File: src/rtl/acm_err_monitor_if.sv
`default_nettype none
// ============================================================================
// Module      : acm_err_monitor_if
// Description : Report, event-drain and status signals of the ACM error monitor.
// Revision    : 1.0 - initial release
// ============================================================================
interface acm_err_monitor_if #(
    parameter int CNT_W = 16
);
    logic             s_valid_i;
    logic [1:0]       s_ce_i;
    logic [1:0]       s_uce_i;
    logic [4:0]       s_r_p1_add_i;
    logic [4:0]       s_r_p2_add_i;
    logic             s_clear_i;
    logic             s_ev_valid_o;
    logic [6:0]       s_ev_o;
    logic             s_ev_ready_i;
    logic [CNT_W-1:0] s_ce_cnt_o;
    logic [CNT_W-1:0] s_uce_cnt_o;
    logic             s_ovf_o;
    logic             s_irq_o;

    modport master (
        output s_valid_i, s_ce_i, s_uce_i, s_r_p1_add_i, s_r_p2_add_i, s_clear_i, s_ev_ready_i,
        input  s_ev_valid_o, s_ev_o, s_ce_cnt_o, s_uce_cnt_o, s_ovf_o, s_irq_o
    );

    modport slave (
        input  s_valid_i, s_ce_i, s_uce_i, s_r_p1_add_i, s_r_p2_add_i, s_clear_i, s_ev_ready_i,
        output s_ev_valid_o, s_ev_o, s_ce_cnt_o, s_uce_cnt_o, s_ovf_o, s_irq_o
    );
endinterface
`default_nettype wire

File: src/rtl/acm_err_monitor.sv
`default_nettype none
// ============================================================================
// Module      : acm_err_monitor
// Description : Counts ACM CE/UCE reports, queues event records, raises sticky irq.
// Revision    : 1.0 - initial release
// ============================================================================
module acm_err_monitor #(
    parameter int CNT_W      = 16,
    parameter int FIFO_DEPTH = 4,
    parameter int CE_THR     = 8
) (
    input  wire logic         s_clk_i,
    input  wire logic         s_resetn_i,
    acm_err_monitor_if.slave  bus
);
    localparam int               c_AW  = $clog2(FIFO_DEPTH);
    localparam logic [CNT_W-1:0] c_THR = CNT_W'(CE_THR);

    logic [6:0]       r_mem [FIFO_DEPTH];
    logic [c_AW-1:0]  r_rd_ptr;
    logic [c_AW-1:0]  r_wr_ptr;
    logic [c_AW:0]    r_count;
    logic             r_ev_valid;
    logic [6:0]       r_ev;
    logic [CNT_W-1:0] r_ce_cnt;
    logic [CNT_W-1:0] r_uce_cnt;
    logic             r_ovf;
    logic             r_irq;

    logic             w_ev1;
    logic             w_ev2_raw;
    logic             w_dup;
    logic             w_ev2;
    logic [6:0]       w_rec0;
    logic [6:0]       w_rec1;
    logic [1:0]       w_n_ev;
    logic [1:0]       w_ce_inc;
    logic [1:0]       w_uce_inc;
    logic             w_pop;
    logic [c_AW+1:0]  w_free;
    logic             w_drop;
    logic [1:0]       w_n_push;
    logic [CNT_W-1:0] w_ce_nxt;
    logic [CNT_W-1:0] w_uce_nxt;
    logic             w_irq_set;
    logic [c_AW-1:0]  w_rd_nxt;
    logic [c_AW-1:0]  w_wr_ptr1;
    logic [c_AW:0]    w_count_nxt;
    logic [6:0]       w_head_nxt;

    function automatic logic [CNT_W-1:0] f_sat_add(input logic [CNT_W-1:0] cnt,
                                                   input logic [1:0]       inc);
        logic [CNT_W:0] sum;
        sum = {1'b0, cnt} + (CNT_W+1)'(inc);
        return sum[CNT_W] ? '1 : sum[CNT_W-1:0];
    endfunction

    always_comb begin
        w_ev1     = bus.s_valid_i & (bus.s_ce_i[0] | bus.s_uce_i[0]);
        w_ev2_raw = bus.s_valid_i & (bus.s_ce_i[1] | bus.s_uce_i[1]);
        // Both ports reporting the same register with the same severity is one fault.
        w_dup     = w_ev1 & w_ev2_raw & (bus.s_r_p1_add_i == bus.s_r_p2_add_i)
                    & (bus.s_uce_i[0] == bus.s_uce_i[1]);
        w_ev2     = w_ev2_raw & ~w_dup;

        w_rec1    = {bus.s_uce_i[1], 1'b1, bus.s_r_p2_add_i};
        w_rec0    = w_ev1 ? {bus.s_uce_i[0], 1'b0, bus.s_r_p1_add_i} : w_rec1;
        w_n_ev    = {1'b0, w_ev1} + {1'b0, w_ev2};
        w_ce_inc  = {1'b0, w_ev1 & ~bus.s_uce_i[0]} + {1'b0, w_ev2 & ~bus.s_uce_i[1]};
        w_uce_inc = {1'b0, w_ev1 &  bus.s_uce_i[0]} + {1'b0, w_ev2 &  bus.s_uce_i[1]};

        w_pop     = (r_count != '0) & bus.s_ev_ready_i;
        w_free    = (c_AW+2)'(FIFO_DEPTH) - {1'b0, r_count} + (c_AW+2)'(w_pop);
        w_drop    = (c_AW+2)'(w_n_ev) > w_free;
        // On a drop there are fewer than two free slots, so free fits in two bits.
        w_n_push  = w_drop ? w_free[1:0] : w_n_ev;

        w_ce_nxt  = f_sat_add(r_ce_cnt, w_ce_inc);
        w_uce_nxt = f_sat_add(r_uce_cnt, w_uce_inc);
        w_irq_set = (w_uce_inc != 2'd0) | ((r_ce_cnt < c_THR) & (w_ce_nxt >= c_THR));

        w_rd_nxt    = r_rd_ptr + c_AW'(w_pop);
        w_wr_ptr1   = r_wr_ptr + c_AW'(1);
        w_count_nxt = r_count + (c_AW+1)'(w_n_push) - (c_AW+1)'(w_pop);
        // The next head is the first record written this cycle when the queue drains to it.
        w_head_nxt  = r_mem[w_rd_nxt];
        if ((w_n_push != 2'd0) && (w_rd_nxt == r_wr_ptr)) begin
            w_head_nxt = w_rec0;
        end
    end

    always_ff @(posedge s_clk_i) begin
        if (!s_resetn_i || bus.s_clear_i) begin
            for (int i = 0; i < FIFO_DEPTH; i++) begin
                r_mem[i] <= '0;
            end
            r_rd_ptr   <= '0;
            r_wr_ptr   <= '0;
            r_count    <= '0;
            r_ev_valid <= 1'b0;
            r_ev       <= '0;
            r_ce_cnt   <= '0;
            r_uce_cnt  <= '0;
            r_ovf      <= 1'b0;
            r_irq      <= 1'b0;
        end else begin
            if (w_n_push != 2'd0) begin
                r_mem[r_wr_ptr] <= w_rec0;
            end
            if (w_n_push == 2'd2) begin
                r_mem[w_wr_ptr1] <= w_rec1;
            end
            r_wr_ptr   <= r_wr_ptr + c_AW'(w_n_push);
            r_rd_ptr   <= w_rd_nxt;
            r_count    <= w_count_nxt;
            r_ev_valid <= (w_count_nxt != '0);
            r_ev       <= w_head_nxt;
            r_ce_cnt   <= w_ce_nxt;
            r_uce_cnt  <= w_uce_nxt;
            if (w_drop) begin
                r_ovf <= 1'b1;
            end
            if (w_irq_set) begin
                r_irq <= 1'b1;
            end
        end
    end

    assign bus.s_ev_valid_o = r_ev_valid;
    assign bus.s_ev_o       = r_ev;
    assign bus.s_ce_cnt_o   = r_ce_cnt;
    assign bus.s_uce_cnt_o  = r_uce_cnt;
    assign bus.s_ovf_o      = r_ovf;
    assign bus.s_irq_o      = r_irq;

endmodule
`default_nettype wire

File: src/flat_wrapper.sv
// flat-port wrapper written by rule: the top's interface ports become plain ports
module acm_err_monitor_flat 
#(
    parameter int CNT_W      = 16,
    parameter int FIFO_DEPTH = 4,
    parameter int CE_THR     = 8
)
  (s_clk_i, s_resetn_i, bus_s_valid_i, bus_s_ce_i, bus_s_uce_i, bus_s_r_p1_add_i, bus_s_r_p2_add_i, bus_s_clear_i, bus_s_ev_ready_i, bus_s_ev_valid_o, bus_s_ev_o, bus_s_ce_cnt_o, bus_s_uce_cnt_o, bus_s_ovf_o, bus_s_irq_o);
  acm_err_monitor_if #(.CNT_W(CNT_W)) bus_i ();
  input  wire logic s_clk_i;
  input  wire logic s_resetn_i;
  input wire logic [$bits(bus_i.s_valid_i)-1:0] bus_s_valid_i;
  input wire logic [$bits(bus_i.s_ce_i)-1:0] bus_s_ce_i;
  input wire logic [$bits(bus_i.s_uce_i)-1:0] bus_s_uce_i;
  input wire logic [$bits(bus_i.s_r_p1_add_i)-1:0] bus_s_r_p1_add_i;
  input wire logic [$bits(bus_i.s_r_p2_add_i)-1:0] bus_s_r_p2_add_i;
  input wire logic [$bits(bus_i.s_clear_i)-1:0] bus_s_clear_i;
  input wire logic [$bits(bus_i.s_ev_ready_i)-1:0] bus_s_ev_ready_i;
  output wire logic [$bits(bus_i.s_ev_valid_o)-1:0] bus_s_ev_valid_o;
  output wire logic [$bits(bus_i.s_ev_o)-1:0] bus_s_ev_o;
  output wire logic [$bits(bus_i.s_ce_cnt_o)-1:0] bus_s_ce_cnt_o;
  output wire logic [$bits(bus_i.s_uce_cnt_o)-1:0] bus_s_uce_cnt_o;
  output wire logic [$bits(bus_i.s_ovf_o)-1:0] bus_s_ovf_o;
  output wire logic [$bits(bus_i.s_irq_o)-1:0] bus_s_irq_o;
  assign bus_i.s_valid_i = bus_s_valid_i;
  assign bus_i.s_ce_i = bus_s_ce_i;
  assign bus_i.s_uce_i = bus_s_uce_i;
  assign bus_i.s_r_p1_add_i = bus_s_r_p1_add_i;
  assign bus_i.s_r_p2_add_i = bus_s_r_p2_add_i;
  assign bus_i.s_clear_i = bus_s_clear_i;
  assign bus_i.s_ev_ready_i = bus_s_ev_ready_i;
  assign bus_s_ev_valid_o = bus_i.s_ev_valid_o;
  assign bus_s_ev_o = bus_i.s_ev_o;
  assign bus_s_ce_cnt_o = bus_i.s_ce_cnt_o;
  assign bus_s_uce_cnt_o = bus_i.s_uce_cnt_o;
  assign bus_s_ovf_o = bus_i.s_ovf_o;
  assign bus_s_irq_o = bus_i.s_irq_o;
  acm_err_monitor #(.CNT_W(CNT_W), .FIFO_DEPTH(FIFO_DEPTH), .CE_THR(CE_THR)) u_core (.s_clk_i(s_clk_i), .s_resetn_i(s_resetn_i), .bus(bus_i));
endmodule
File: config.mk
export PLATFORM = sky130hd
export DESIGN_NAME = acm_err_monitor_flat
export DESIGN_NICKNAME = d
export VERILOG_FILES = /design/src/rtl/acm_err_monitor_if.sv /design/src/rtl/acm_err_monitor.sv /design/src/flat_wrapper.sv
export SDC_FILE = /design/constraint.sdc
export NUM_CORES = 1
export LEC_CHECK = 0
export CAP_MARGIN = 5
export CORE_UTILIZATION = 30
export DETAILED_ROUTE_END_ITERATION = 8
export HOLD_SLACK_MARGIN = 0.03
export PLACE_DENSITY = 0.54
export SLEW_MARGIN = 20
export SYNTH_ARGS = -nofsm -noshare
export SYNTH_HDL_FRONTEND = slang
export SYNTH_SLANG_ARGS = --single-unit
export TNS_END_PERCENT = 30
File: constraint.sdc
create_clock -name s_clk_i -period 7.3 [get_ports s_clk_i]
set_clock_uncertainty 0.1 [all_clocks]
set_input_delay 2.19 -clock s_clk_i [delete_from_list [all_inputs] [get_ports s_clk_i]]
set_output_delay 2.19 -clock s_clk_i [all_outputs]
set_load 0.01 [all_outputs]
==> results by group <==
STA
  – Fin. Hold Viols: 0
  – Period utilisation layout: 84.4%
  – Max-slew violations: 0
  – Fmax: 162 MHz
  – Final Setup Violations: 0
  – Worst Max-Slew Pin Slew: 0.868 ns
  – Period minus WS final: 6.16 ns
  – Setup TNS: 0 ns
  – Hold Slack: 0.351 ns
  – RSZ-0062 raised after global routing: no
  – Slew headroom: 41.8%

Power and ir drop
  – Leak Pwr: 0.00196 uW
  – P_sw: 424 uW
  – Sequential Power Share: 35.8%
  – Clock Power Share: 35.1%
  – Power per Cell Area: 272 nW/um2
  – VDD IR max: 109 uV
  – Logic pwr share: 29.1%
  – Sw Share: 29.6%
  – Internal power: 1010 uW

Routing
  – WL final: 10500 um
  – Via count of the routed design: 3399
  – Via density: 5.13
  – Pre-antenna DRT Iters: 5
  – DRT iter0 DRCs: 197
  – DRC Markers: 0
  – Avg WL per Cell: 15.8 um
  – Final ANT Viol Nets: 0

Worst setup path
  – Worst path cell trace: clkdlybuf4s50_1, xnor2_1, nand4_1, o41ai_1, nor2_1, ha_1, ha_1, and2b_1, o221ai_4, mux2i_1, nand2_1, nor2_1, a22o_1
  – Reg2reg end: u_core.r_mem[0][1]
  – Arr. time, crit path: 6.27 ns
  – Crit path required time: 7.41 ns
  – CP Class: in2reg
  – CP max FO: 9
  – Reg2Reg Depth: 12
  – RR Startpoint: u_core.r_count[2]
  – Max incr delay on CP: 0.71 ns
  – Slowest stage cell, crit path: nor2_1
  – Critical path endpoint category: flop
  – R2r setup slk: 3.50 ns
  – Worst setup SP type: primary input

Floorplanning
  – Die Span Y: 119 um
  – Die width: 119 um
  – Initial Utilization: 31.0%
  – I/O pins: 61
  – Row count: 42
  – Core region area: 13300 um2
  – Die Area: 14300 um2

CTS
  – Post_cts resized: 0
  – TritonCTS clock tree: done
  – Post-cts hold buffer count: 0
  – Clk sink count: 77
  – Clk_lat worst skew: 0.34 ns
  – # Post-CTS Setup Buffers: 0
  – CTS Root Cell: clkbuf_16
  – Max Buffers Root-to-Sink: 2
  – Reg clk slew, reported paths: 0.06 ns
  – TritonCTS Buffers: 9
  – H-Tree Depth: 3

Place
  – DP Area: 4940 um2
  – Placed insts: 646
  – Post-DP HPWL: 7450 um
  – Count of buffers from port buffering: 60
  – Placer Congestion: 0.831

Yosys
  – Ys async rst share: 0%
  – Number of synthesized flops with an enable pin: 24
  – Syn_area_per_cell: 9.80 um2
  – Number of synthesized register bits: 77
  – Mapped cell area: 4140 um2
  – Synth cell types: 57
  – Synth Net Count: 459
  – Main synth FF type: dfxtp_1
  – Gate Count Post-Synth: 422
  – Synthesis Warnings: 0
  – Sequential-to-total area share from yosys stat: 43.1%

Cells and area
  – Register area: 1780 um2
  – Final nets: 518
  – Commonest non-fill, non-tap cell in the layout: clkdlybuf4s50_1
  – Multi-input logic area: 2200 um2
  – Antenna cells: 0
  – Final std cells w/o fill: 662
  – Share of cells above drive strength 1: 8.23%
  – Fillers: 1346
  – Most frequent cells in the layout: clkdlybuf4s50_1, dfxtp_1, a21oi_1
  – Final instance area: 5270 um2
  – Layout area overhead: 27.4%

Outcome
  – Status: complete, no violations

Global route
  – Pin count of the biggest net entering global routing: 44
  – Vias in the first global route: 3347
  – First-pass GRT wire length: 17400 um
  – Gr usage total: 15.7%
  – Initial antenna violation count: 0
  – GR Overflow Total: 0

Min path
  – Tightest Hold Check Type: reg2reg
  – Hold path startpoint: u_core.bus.s_ovf_o
  – Hold EP: u_core.bus.s_ovf_o
  – Hold path cells: 2

Job
  – Max Cap Violations: 0
==> critical path: cells and delay by family <==
kind | cells | cell delay, ns
buf+inv | 1 | 0.68
fa+ha+maj | 2 | 0.55
mux | 1 | 0.29
xor+xnor | 1 | 0.16
compound gates | 3 | 1.03
simple gates | 5 | 1.36
==> power by group through the flow <==
stage | Sequential (uW) | Clock (uW) | Combinational [uW]
global route | 518 | 531 | 466
finish | 514 | 502 | 417
global placement | 522 | 0 | 412
detailed placement | 523 | 0 | 419
CTS | 514 | 519 | 422
floorplan | 517 | 0 | 308
==> worst max path at each step <==
| stage | startpoint | to | slack, ns | cells past startpoint |
|---|---|---|---|---|
| 2_1_floorplan | bus_s_uce_i[1] | u_core.bus.s_ev_valid_o | 1.54 | 17 |
| 3_3_place_gp | bus_s_uce_i[1] | u_core.bus.s_ev_valid_o | 0.85 | 17 |
| 3_5_place_dp | bus_s_uce_i[1] | u_core.bus.s_ev_valid_o | 0.78 | 16 |
| 4_1_cts | bus_s_uce_i[1] | u_core.bus.s_ev_valid_o | 1.15 | 16 |
| 5_1_grt | bus_s_uce_i[1] | u_core.bus.s_ev_valid_o | 0.84 | 16 |
| 6_report | bus_s_uce_i[1] | u_core.r_mem[0][1] | 1.14 | 13 |
==> synth_stat cells, types with 2 or more instances <==
master    instances  area [um2]
a21oi_1          40         200
a22o_1           24         210
a311o_1           2        20.0
a31o_2            2        17.5
a31oi_1           3        18.8
and2_1            6        37.5
and3_1            4        25.0
and4_1            3        26.3
buf_1             2        7.51
buf_2             3        15.0
clkbuf_1         15        56.3
dfxtp_1          53        1060
edfxtp_1         24         721
fa_1              3        60.1
ha_1             15         188
inv_1            20        75.1
mux2i_1           3        30.0
mux4_2            7         158
nand2_1          37         139
nand2b_1          6        37.5
nand3_1          16        80.1
nand3b_1          2        15.0
nand4_1           5        31.3
nor2_1           33         124
nor2b_1           3        18.8
nor3_1           13        65.1
nor3_2            2        20.0
nor3b_1           3        22.5
nor4_1            2        12.5
o21ai_0           6        30.0
o22a_1            7        61.3
o31ai_1           2        15.0
xnor2_1          22         193
xor2_1           11        96.3
==> final cells by class <==
cell class,instances,area share [%]
Clock inverter,6,1.95
Timing Repair Buffer,68,12.5
Clock buffer,10,4.34
Sequential cell,77,33.8
Tap cell,176,4.18
Inverter,21,1.50
Multi-Input combinational cell,304,41.7
==> layer usage <==
metal,GRT usage [%],routed length [um],vias up
li1,-,-,1655
met4,5.23,94,0
met2,25.0,4920,120
met3,4.55,702,5
met5,0,0,-
met1,20.2,4730,1619
==> cell families (layout without fill, tap and decap cells) <==
group,count (synthesis),count (layout),share of synthesized area (%)
flops,77,77,43.1
simple gates,143,143,17.5
mux,11,11,5.08
buf+inv,41,105,3.81
compound gates,99,99,17.5
xor+xnor,33,33,6.99
fa+ha+maj,18,18,5.99
==> state kept, by name (all words and copies together) (netlist names) <==
register / flops
u_core.bus.s_ce_cnt_o: 16
u_core.bus.s_ev_o: 7
u_core.bus.s_ev_valid_o: 1
u_core.bus.s_irq_o: 1
u_core.bus.s_ovf_o: 1
u_core.bus.s_uce_cnt_o: 16
u_core.r_count: 3
u_core.r_mem: 28
u_core.r_rd_ptr: 2
u_core.r_wr_ptr: 2
==> per-stage QoR <==
| step | setup slack [ns] | utilization (%) | total power [uW] |
|---|---|---|---|
| after global placement | 0.849 | 37.0 | 934 |
| after CTS | 1.15 | 39.5 | 1450 |
| final | 1.14 | 39.5 | 1430 |
| after detailed placement | 0.783 | 37.0 | 942 |
| after floorplan | 1.54 | - | 826 |
| after global routing | 0.839 | 39.5 | 1520 |
(Power assumes the default switching activity.)
